### src/rtl/pd_rx_buffer.sv
// rtl/pd_rx_buffer.sv - photodetector receive ejection FIFO with credit return and overflow drop flags
// Optional feature macro RX_DROP_CNT_EN: saturating 16-bit drop counter on drop_count.
package pd_rx_pkg;
    typedef struct packed {
        logic [7:0]  id;
        logic [23:0] payload;
    } packet_t;
endpackage

module pd_rx_buffer
    import pd_rx_pkg::*;
#(
    parameter int DEPTH        = 8,
    parameter int AFULL_MARGIN = 2
) (
    input  logic                       clk,
    input  logic                       rst,
    input  packet_t                    in_data,
    input  logic                       in_valid,
    output packet_t                    out_data,
    output logic                       out_valid,
    input  logic                       out_ready,
    output logic                       credit_out,
    output logic                       almost_full,
    output logic [$clog2(DEPTH+1)-1:0] count,
    output logic                       drop_pulse,
    output logic [15:0]                drop_count
);
    localparam int PW = $clog2(DEPTH);
    localparam int CW = $clog2(DEPTH + 1);
    localparam logic [CW-1:0] FULL_LVL  = CW'(DEPTH);
    localparam logic [CW-1:0] AFULL_LVL = CW'(DEPTH - AFULL_MARGIN);

    packet_t       mem_q [DEPTH];
    logic [PW-1:0] wr_ptr_q, wr_ptr_d;
    logic [PW-1:0] rd_ptr_q, rd_ptr_d;
    logic [CW-1:0] count_q, count_d;
    logic          credit_q, credit_d;
    logic          drop_pulse_q, drop_pulse_d;
    logic          push, pop, drop;

    assign out_valid   = (count_q != '0);
    assign out_data    = mem_q[rd_ptr_q];
    assign count       = count_q;
    assign almost_full = (count_q >= AFULL_LVL);
    assign credit_out  = credit_q;
    assign drop_pulse  = drop_pulse_q;

    // A pop frees a slot in the same cycle, so a full queue still accepts when draining.
    always_comb begin
        pop          = out_valid & out_ready;
        push         = in_valid & ((count_q < FULL_LVL) | pop);
        drop         = in_valid & ~push;
        wr_ptr_d     = wr_ptr_q;
        rd_ptr_d     = rd_ptr_q;
        count_d      = count_q;
        credit_d     = pop;
        drop_pulse_d = drop;
        if (push) begin
            wr_ptr_d = wr_ptr_q + PW'(1);
        end
        if (pop) begin
            rd_ptr_d = rd_ptr_q + PW'(1);
        end
        if (push && !pop) begin
            count_d = count_q + CW'(1);
        end else if (pop && !push) begin
            count_d = count_q - CW'(1);
        end
    end

    always_ff @(posedge clk or posedge rst) begin
        if (rst) begin
            wr_ptr_q     <= '0;
            rd_ptr_q     <= '0;
            count_q      <= '0;
            credit_q     <= 1'b0;
            drop_pulse_q <= 1'b0;
        end else begin
            wr_ptr_q     <= wr_ptr_d;
            rd_ptr_q     <= rd_ptr_d;
            count_q      <= count_d;
            credit_q     <= credit_d;
            drop_pulse_q <= drop_pulse_d;
        end
    end

    // Storage carries no reset; contents are only observed while count is non-zero.
    always_ff @(posedge clk) begin
        if (push) begin
            mem_q[wr_ptr_q] <= in_data;
        end
    end

`ifdef RX_DROP_CNT_EN
    logic [15:0] drop_count_q, drop_count_d;

    always_comb begin
        drop_count_d = drop_count_q;
        if (drop && (drop_count_q != 16'hFFFF)) begin
            drop_count_d = drop_count_q + 16'd1;
        end
    end

    always_ff @(posedge clk or posedge rst) begin
        if (rst) begin
            drop_count_q <= 16'h0000;
        end else begin
            drop_count_q <= drop_count_d;
        end
    end

    assign drop_count = drop_count_q;
`else
    assign drop_count = 16'h0000;
`endif

`ifndef SYNTHESIS
    a_count_bound: assert property (@(posedge clk) disable iff (rst) count_q <= FULL_LVL);
    a_stall_stable: assert property (@(posedge clk) disable iff (rst)
        (out_valid && !out_ready) |=> (out_data == $past(out_data)));
`endif
endmodule

### config.mk
export PLATFORM = sky130hd
export DESIGN_NAME = pd_rx_buffer
export DESIGN_NICKNAME = d
export VERILOG_FILES = /design/src/rtl/pd_rx_buffer.sv
export SDC_FILE = /design/constraint.sdc
export NUM_CORES = 1
export LEC_CHECK = 0
export BUFFER_PORTS_ARGS = -buffer_cell sky130_fd_sc_hd__buf_2
export CORE_MARGIN = 8
export CORE_UTILIZATION = 50
export DETAILED_ROUTE_END_ITERATION = 6
export GPL_ROUTABILITY_DRIVEN = 0
export HOLD_SLACK_MARGIN = 0.08
export PLACE_DENSITY = 0.66
export SYNTH_ARGS = -nofsm -noshare
export SYNTH_HDL_FRONTEND = slang
export SYNTH_SLANG_ARGS = --single-unit
### constraint.sdc
create_clock -name clk -period 7.3 [get_ports clk]
set_input_delay 1.095 -clock clk [delete_from_list [all_inputs] [get_ports clk]]
set_output_delay 1.095 -clock clk [all_outputs]
set_load 0.1 [all_outputs]
==> summary.txt <==
Hold EP - wr_ptr_q[0]
top cell type's share of synthesized area - 0.728
CORE AREA - 20,900 um^2
fin area - 12,100 um^2
number of hold buffers added after cts - 0
Slew Viols, Final - 0
most common cell after layout, fill and taps aside - edfxtp_1
fillers - 1,509
Avg Vias per Cell - 5.57
Seq/Total Area, Yosys - 0.756
RR Endpoint - count[3]
hold path depth - 1
Setup crit start - rd_ptr_q[0]
Clock transition at path regs - 0.06 ns
FMAX - 0.231 GHz
setup violators final - 0
syn_area_per_cell - 23.2 um^2
DIE WIDTH - 161 um
Critical Path RT - 6.20 ns
Mapped Area - 10,600 um^2
DRT Pass-1 Iters - 4
most frequent cells in the layout - 256 x edfxtp_1, 75 x buf_2, 36 x mux4_2, 34 x mux2_2, 28 x mux4_1
synth warn - 0
largest net degree at the start of global routing - 40
max_slew headroom - 0.272
period utilization - 0.593
Clock Path Buffers - 3
antenna violations before repair - 3
Hold Slack - 0.536 ns
Buffers on Ports - 75
DR iter-0 viols - 341
crit path max fanout - 35
depth of the CTS H-tree - 1
setup slack, reg-to-reg - 4.52 ns
Syn Inst Count - 455
HPWL Detailed - 10,900 um
Congestion Overflow GR - 0
CTS tree - built
cell count of the worst reg-to-reg path - 8
fin nets - 591
RSZ-0062 raised after global routing - false
postcts setup bufs - 0
RR Startpoint - count[0]
clock sink total - 268
TritonCTS buffer count - 26
CP arrival - 3.23 ns
overall routing resource usage - 0.148
clock root buffer - clkbuf_16
met1 Use GR - 0.193
drt drc - 0
Non-Filler Instances - 843
number of max-cap violations - 0
met3 Track Usage GR - 0.0308
share of cells above drive strength 1 - 0.368
die height - 161 um
via total after detailed routing - 4,695
WS Path Type - reg2out
Synth-to-Final Area Change - 14.3%
Post-DP Area - 11,200 um^2
top post-synthesis cells by area - edfxtp_1 73%, mux4_2 7.7%, mux4_1 7.0%
setup TNS - 0 ns
GR peak layer - met2
area leader, netlist - edfxtp_1
Initial Utilization - 0.506
first-pass GRT wire length - 29,600 um
Hold Path Class - reg2reg
worst-case clock skew - 0.0137 ns
num rows - 53
Fin. Hold Viols - 0
GR Layer Usage met2 - 0.250
ant diodes - 0
Tightest Pin Transition - 1.09 ns
DRT antenna net count - 0
CP startpoint kind - flip-flop
Hold Crit Start - wr_ptr_q[0]
Unique masters post-synth - 35
flops & latches, synth - 268
final WL - 19,200 um
die area - 26,000 um^2
dpl cells - 796
min Tclk post-route - 4.33 ns
# IOs - 92
Clk Latency, worst-skew pair - 0.52 ns
result of the run - completed
number of global-route vias before repair - 5,095
CP Capture Type - output port
cts repair resizes - 0
average wire per standard cell - 22.8 um
## synthesized netlist by cell type
cell type	n
edfxtp_1	256
mux4_2	36
mux2_2	34
mux4_1	28
buf_4	16
dfrtp_1	12
nor2_1	7
buf_1	5
clkbuf_1	5
ha_1	5
xnor2_1	5
buf_12	4
inv_1	4
nand2_1	4
buf_2	3
nand2b_1	3
nand3_1	3
nand3b_1	3
or3_1	3
a21o_1	2
buf_6	2
nor3_1	2
a211o_1	1
a21oi_1	1
conb_1	1
fa_1	1
inv_2	1
mux2_1	1
mux2i_1	1
nand2_2	1
o21ai_0	1
o221ai_1	1
or4_1	1
or4_4	1
xor2_1	1
## kinds of logic after synthesis
kind of cell / after synthesis / synth area share
other: 1 / 0.000355
AND/OR/NAND/NOR: 28 / 0.0143
multiplexers: 100 / 0.185
flip-flops: 268 / 0.756
AO/OA/AOI/OAI: 6 / 0.00403
adder cells (fa/ha/maj): 6 / 0.00782
XOR/XNOR: 6 / 0.00497
buffers and inverters: 40 / 0.0278
## metal layers
metal	part of all wire	up-vias
li1	-	2070
met1	0.42	2467
met2	0.51	122
met3	0.052	30
met4	0.016	6
met5	0.0019	-
## metrics by stage
stage	setup slack (ns)	util
finish	2.97	0.578
global route	2.76	0.578
CTS	2.88	0.578
detailed placement	3.44	0.537
global placement	3.45	0.537
floorplan	3.20	-
## sequential cells by signal, summed over array words and instances, names as in the netlist
register and count:
rd_ptr_q 3, drop_pulse 1, credit_out 1, mem_q 256
count 4, wr_ptr_q 3
## worst max-delay path by stage
stage	end	slack, ns
finish	out_data[5]	2.97
global route	out_data[5]	2.76
CTS	out_data[5]	2.88
detailed placement	out_data[5]	3.44
global placement	out_data[5]	3.45
floorplan	mem_q[1][0]	3.20
## area by class of cell
class                   count  area, um^2  share of cell area
flip-flops and latches    268        7990               0.662
multi-input cells         162        2390               0.198
clock buffers              31         691              0.0572
repair buffers             86         458              0.0379
well taps                 275         344              0.0285
clock inverters            16         178              0.0147
inverters                   5        18.8             0.00155
## worst max-delay path, cell delays in order (launching register included)
cell and delay (ns):
dfrtp_4 0.87, buf_4 0.61, mux4_1 0.62, mux2_2 0.29, buf_2 0.30
Power is not shown: default switching activity piles up to over one toggle a cycle in this logic, so the estimate is an artifact.
